==> config.mk <==
export PLATFORM = sky130hd
export DESIGN_NAME = spi_adc_sampler
export DESIGN_NICKNAME = d
export VERILOG_FILES = /design/src/rtl/spi_adc_sampler.sv
export SDC_FILE = /design/constraint.sdc
export NUM_CORES = 1
export LEC_CHECK = 0
export CAP_MARGIN = 15
export CORE_MARGIN = 4
export CORE_UTILIZATION = 30
export DETAILED_ROUTE_END_ITERATION = 6
export GPL_ROUTABILITY_DRIVEN = 0
export HOLD_SLACK_MARGIN = 0.1
export SLEW_MARGIN = 20
export SYNTH_ARGS = -nofsm -noshare
export SYNTH_HDL_FRONTEND = slang
export SYNTH_SLANG_ARGS = --single-unit
==> constraint.sdc <==
create_clock -name clock -period 2.46 [get_ports clock]
set_clock_uncertainty 0.1 [all_clocks]
set_input_delay 0.492 -clock clock [delete_from_list [all_inputs] [get_ports clock]]
set_output_delay 0.492 -clock clock [all_outputs]
set_load 0.01 [all_outputs]
==> src/rtl/spi_adc_sampler.sv <==
// SPI master for an ADC128S022-style converter: round-robin channel scan into a one-deep
// valid/ready sample register. Define SPI_ADC_OVERRUN_CNT_EN to add the overrun_count port.
module spi_adc_sampler #(
   parameter int SAMPLE_WIDTH = 16,
   parameter int FRAME_BITS   = 16,
   parameter int CLK_DIV      = 4,
   parameter int CS_IDLE      = 2,
   parameter int CHANNELS     = 1,
   localparam int CH_W        = (CHANNELS > 1) ? $clog2(CHANNELS) : 1
) (
   input  logic                    clock,
   input  logic                    nreset,
   input  logic                    enable,
   output logic                    spi_clock,
   output logic                    spi_chipselect,
   output logic                    spi_mosi,
   input  logic                    spi_data,
   output logic [SAMPLE_WIDTH-1:0] sample_data,
   output logic [CH_W-1:0]         sample_channel,
   output logic                    sample_valid,
   input  logic                    sample_ready,
   output logic                    overrun
`ifdef SPI_ADC_OVERRUN_CNT_EN
   ,
   output logic [15:0]             overrun_count
`endif
);

   localparam int DIV_W = (CLK_DIV > 1) ? $clog2(CLK_DIV) : 1;
   localparam int CNT_W = $clog2(2 * FRAME_BITS + CS_IDLE + 1);

   typedef enum logic [1:0] {IDLE, SETUP, SHIFT, GAP} state_t;

   state_t                state, state_next;
   logic [DIV_W-1:0]      div, div_next;
   logic [CNT_W-1:0]      cnt, cnt_next;
   logic [FRAME_BITS-1:0] shreg, shreg_next;
   logic [CH_W-1:0]       pend_ch, pend_ch_next, addr_ch;
   logic [2:0]            addr;
   logic                  sclk_next, mosi_next, done, done_next, tick;

   assign tick           = (div == DIV_W'(CLK_DIV - 1));
   assign addr_ch        = (pend_ch == CH_W'(CHANNELS - 1)) ? '0 : pend_ch + CH_W'(1);
   assign addr           = 3'(addr_ch);
   assign spi_chipselect = (state == IDLE) || (state == GAP);
   assign overrun        = done && sample_valid && !sample_ready;

   // SHIFT counts half-periods: even ticks raise the clock and sample MISO, odd ticks
   // lower it and present the next address bit; the last half-period stays high.
   always_comb begin
      state_next   = state;
      div_next     = div;
      cnt_next     = cnt;
      shreg_next   = shreg;
      pend_ch_next = pend_ch;
      sclk_next    = spi_clock;
      mosi_next    = spi_mosi;
      done_next    = 1'b0;
      if (state != IDLE) div_next = tick ? '0 : div + DIV_W'(1);
      case (state)
         IDLE: begin
            div_next = '0;
            if (enable) begin
               state_next   = SETUP;
               pend_ch_next = '0;
            end
         end
         SETUP: begin
            if (tick) begin
               state_next = SHIFT;
               cnt_next   = '0;
               sclk_next  = 1'b0;
               mosi_next  = 1'b0;
            end
         end
         SHIFT: begin
            if (tick) begin
               cnt_next = cnt + CNT_W'(1);
               if (cnt == CNT_W'(2 * FRAME_BITS - 1)) begin
                  state_next   = GAP;
                  cnt_next     = '0;
                  pend_ch_next = addr_ch;
               end else if (!cnt[0]) begin
                  sclk_next  = 1'b1;
                  shreg_next = {shreg[FRAME_BITS-2:0], spi_data};
                  done_next  = (cnt == CNT_W'(2 * FRAME_BITS - 2));
               end else begin
                  sclk_next = 1'b0;
                  if (cnt == CNT_W'(3))      mosi_next = addr[2];
                  else if (cnt == CNT_W'(5)) mosi_next = addr[1];
                  else if (cnt == CNT_W'(7)) mosi_next = addr[0];
                  else                       mosi_next = 1'b0;
               end
            end
         end
         GAP: begin
            if (tick) begin
               cnt_next = cnt + CNT_W'(1);
               if (cnt == CNT_W'(CS_IDLE - 1)) begin
                  cnt_next   = '0;
                  state_next = enable ? SETUP : IDLE;
               end
            end
         end
         default: state_next = IDLE;
      endcase
   end

   always_ff @(posedge clock or negedge nreset) begin
      if (!nreset) begin
         state     <= IDLE;
         div       <= '0;
         cnt       <= '0;
         shreg     <= '0;
         pend_ch   <= '0;
         spi_clock <= 1'b1;
         spi_mosi  <= 1'b0;
         done      <= 1'b0;
      end else begin
         state     <= state_next;
         div       <= div_next;
         cnt       <= cnt_next;
         shreg     <= shreg_next;
         pend_ch   <= pend_ch_next;
         spi_clock <= sclk_next;
         spi_mosi  <= mosi_next;
         done      <= done_next;
      end
   end

   // A completed sample replaces the held one only if the register is empty or being drained.
   always_ff @(posedge clock or negedge nreset) begin
      if (!nreset) begin
         sample_data    <= '0;
         sample_channel <= '0;
         sample_valid   <= 1'b0;
      end else if (done && (!sample_valid || sample_ready)) begin
         sample_data    <= shreg[SAMPLE_WIDTH-1:0];
         sample_channel <= pend_ch;
         sample_valid   <= 1'b1;
      end else if (sample_valid && sample_ready) begin
         sample_valid <= 1'b0;
      end
   end

`ifdef SPI_ADC_OVERRUN_CNT_EN
   always_ff @(posedge clock or negedge nreset) begin
      if (!nreset)                                  overrun_count <= '0;
      else if (overrun && overrun_count != 16'hFFFF) overrun_count <= overrun_count + 16'd1;
   end
`endif

endmodule

==> impl_metrics.json <==
{
  "chipWidth_um": 90.5,
  "critPathMaxFanout": 5,
  "grt_pass1_vias": 1214,
  "final_area_mm2": 0.00247,
  "max_freq_mhz": 426,
  "yosysTopAreaCell": "dfrtp_1",
  "vias_per_cell": 4.62,
  "power_frac_comb": 0.330,
  "routedWlPerCell_um": 12.6,
  "grt_overflow": 0,
  "pwr-share-seq": 0.451,
  "fp-row-count": 29,
  "synthCells": 151,
  "min_period_ns": 2.35,
  "grt_start_max_net_pins": 46,
  "fin_setup_tns_ns": 0,
  "path_clk_slew_ns": 0.08,
  "critPathSlowestCell": "clkdlybuf4s50_1",
  "post-route-drc-count": 0,
  "multiInputGateArea_um2": 855,
  "ctsLongestPathBuffers": 2,
  "grt_antenna_before_repair": 0,
  "tritoncts": "done",
  "r2r_cells": 6,
  "coreArea_mm2": 0.00646,
  "cp-start-kind": "flip-flop",
  "portBuffers": 24,
  "cts.sink_count": 45,
  "ys.flop_type": "dfrtp_1",
  "vdd_drop_max_v": 0.000371,
  "drv_slew": 0,
  "first_iter_violations": 18,
  "status": "finished clean",
  "worstSetupEndpointType": "output pin",
  "syn_area_per_cell_um2": 13.5,
  "die_area_mm2": 0.00818,
  "cts_buffers": 5,
  "synth_edf_count": 0,
  "p_sw_mw": 0.674,
  "synth_warnings": 0,
  "layout.nets": 196,
  "crit_path_frequent_cell": "inv_1",
  "synth_seq_cells": 45,
  "maxCapViolCount": 0,
  "fill_cells": 634,
  "synth-seq-area-share": 0.553,
  "grt_pass1_wl_um": 5840,
  "post-route-period-util": 0.953,
  "yosys-top-cells-area": "dfrtp_1 (54%), mux2_2 (17%), ha_1 (5.5%)",
  "rsz0062_at_grt": "false",
  "drive_above_1_share": 0.290,
  "place_area_mm2": 0.00237,
  "crit_type": "flip-flop to output pin",
  "grt_usage": 0.0868,
  "total_leakage_power_nw": 1.18,
  "ant_nets": 0,
  "synth_area_mm2": 0.00204,
  "syn2layout_area_growth_pct": 21.3,
  "initial_core_util": 0.316,
  "p_int_mw": 1.34,
  "cp_data_required_time_ns": 1.87,
  "root_buffer": "clkbuf_8",
  "dr.pass1.iters": 4,
  "num_antenna_cells": 0,
  "async_flop_share": 1.00,
  "clkPwrFrac": 0.219,
  "seq_area_mm2": 0.00113,
  "p_sw_frac": 0.334,
  "post_cts_buffers": 0,
  "num_vias": 1201,
  "detailed_place_hpwl_um": 2240,
  "p_per_area_mw_per_mm2": 815,
  "clk_latency_ns": 0.29,
  "whs_path_depth": 1,
  "hold_violations": 0,
  "ys_types": 37,
  "die_h_um": 90.5,
  "synth_top_area_share": 0.540,
  "slowest_delay_ns": 0.53,
  "setup_viol": 0,
  "cts-htree-levels": 2,
  "critPathArrivalTime_ns": 1.75,
  "path_cells": "inv_1 -> ha_1 -> inv_1 -> clkdlybuf4s50_1",
  "wl_um": 3270,
  "hold_class": "flip-flop to flip-flop",
  "ioPinCount": 27
}
## cell families (layout without fill, tap and decap cells)
logic type / Yosys count / count (layout) / synth area share
DFF: 45 / 45 / 0.553
muxes: 33 / 33 / 0.182
and+or+nand+nor: 31 / 31 / 0.0939
AOI/OAI and AO/OA: 19 / 19 / 0.0828
buffers and inverters: 13 / 44 / 0.0319
adders and majority gates: 9 / 9 / 0.0552
other: 1 / 2 / 0.00184
## repair_timing
action,CTS,global route
hold endpoints to repair,44,0
hold buffers,1,0
endpoints found under the setup margin,0,2
gates resized for setup,0,1
## per-stage QoR
step | instances | util | hold WS [ns] | total power, mW | setup slack [ns]
CTS | 260 | 0.383 | 0.343 | 2.05 | 0.0924
global placement | 251 | 0.368 | 0.321 | 1.58 | 0.196
floorplan | 152 | - | 0.0964 | 1.39 | 0.558
detailed placement | 251 | 0.368 | 0.329 | 1.59 | 0.179
finish | 260 | 0.383 | 0.343 | 2.02 | 0.115
global route | 260 | 0.383 | 0.362 | 2.17 | 0.0192
## worst max-delay path, delay by kind of cell (launching register included)
| family | cells | cell delay, ns |
|---|---|---|
| buffers and inverters | 3 | 0.73 |
| flip-flops | 1 | 0.42 |
| adder cells (fa/ha/maj) | 1 | 0.31 |
## synthesized netlist by cell type, drive strengths merged, types with 2 or more instances
master / instances
a211oi: 2
a22o: 4
buf: 4
dfrtp: 44
ha: 9
inv: 8
mux2: 32
nand2: 7
nand2b: 6
nand3: 3
nor2: 2
nor3: 4
o21ai: 7
## state kept, by name, summed over array words and instances (netlist names)
register	cells
sample_data	16
shreg	16
cnt	6
div	2
state	2
done	1
sample_valid	1
spi_clock	1
## power groups by stage
stage / registers (mW) / logic [mW] / clock network (mW)
after global routing: 0.930 / 0.754 / 0.491
after detailed placement: 0.924 / 0.664 / 0
after global placement: 0.922 / 0.657 / 0
after CTS: 0.910 / 0.666 / 0.470
after floorplan: 0.908 / 0.487 / 0
final: 0.911 / 0.665 / 0.441
## cell type report
| class | instances | share of cell area |
|---|---|---|
| sequential | 45 | 0.456 |
| multi-input combinational | 94 | 0.345 |
| timing repair buffer | 28 | 0.113 |
| tap | 77 | 0.0389 |
| clock buffer | 5 | 0.0278 |
| inverter | 8 | 0.0121 |
| clock inverter | 3 | 0.00708 |
## cells in the final DEF, fill, tap and decap left out, types with 2 or more instances in the layout
cell / instances
nor2_1: 2
mux2_2: 31
a22o_1: 4
buf_4: 2
conb_1: 2
nand3_1: 3
nand2b_1: 6
o21ai_0: 5
dfrtp_1: 44
inv_1: 8
clkbuf_8: 5
nand2_1: 7
clkdlybuf4s50_1: 23
ha_1: 9
nor3_1: 4
o21ai_4: 2
clkinv_2: 2
## worst paths after layout
check	slack (ns)	to	start
min in group asynchronous	0.60	sample_data[14]	nreset
min	0.34	div[0]	div[0]
max	0.11	spi_chipselect	state[0]
min reg2reg	0.34	div[0]	div[0]
max in group asynchronous	1.39	spi_clock	nreset
max reg2reg	0.31	cnt[3]	state[0]
## routing by layer
metal  wire (um)  vias to the layer above  GRT usage
li1            -                      591          -
met1        1570                      587      0.110
met2        1560                       21      0.139
met3         116                        2     0.0308
met4          21                        0     0.0268
met5           0                        -          0
Power figures use the tool's default switching activity.
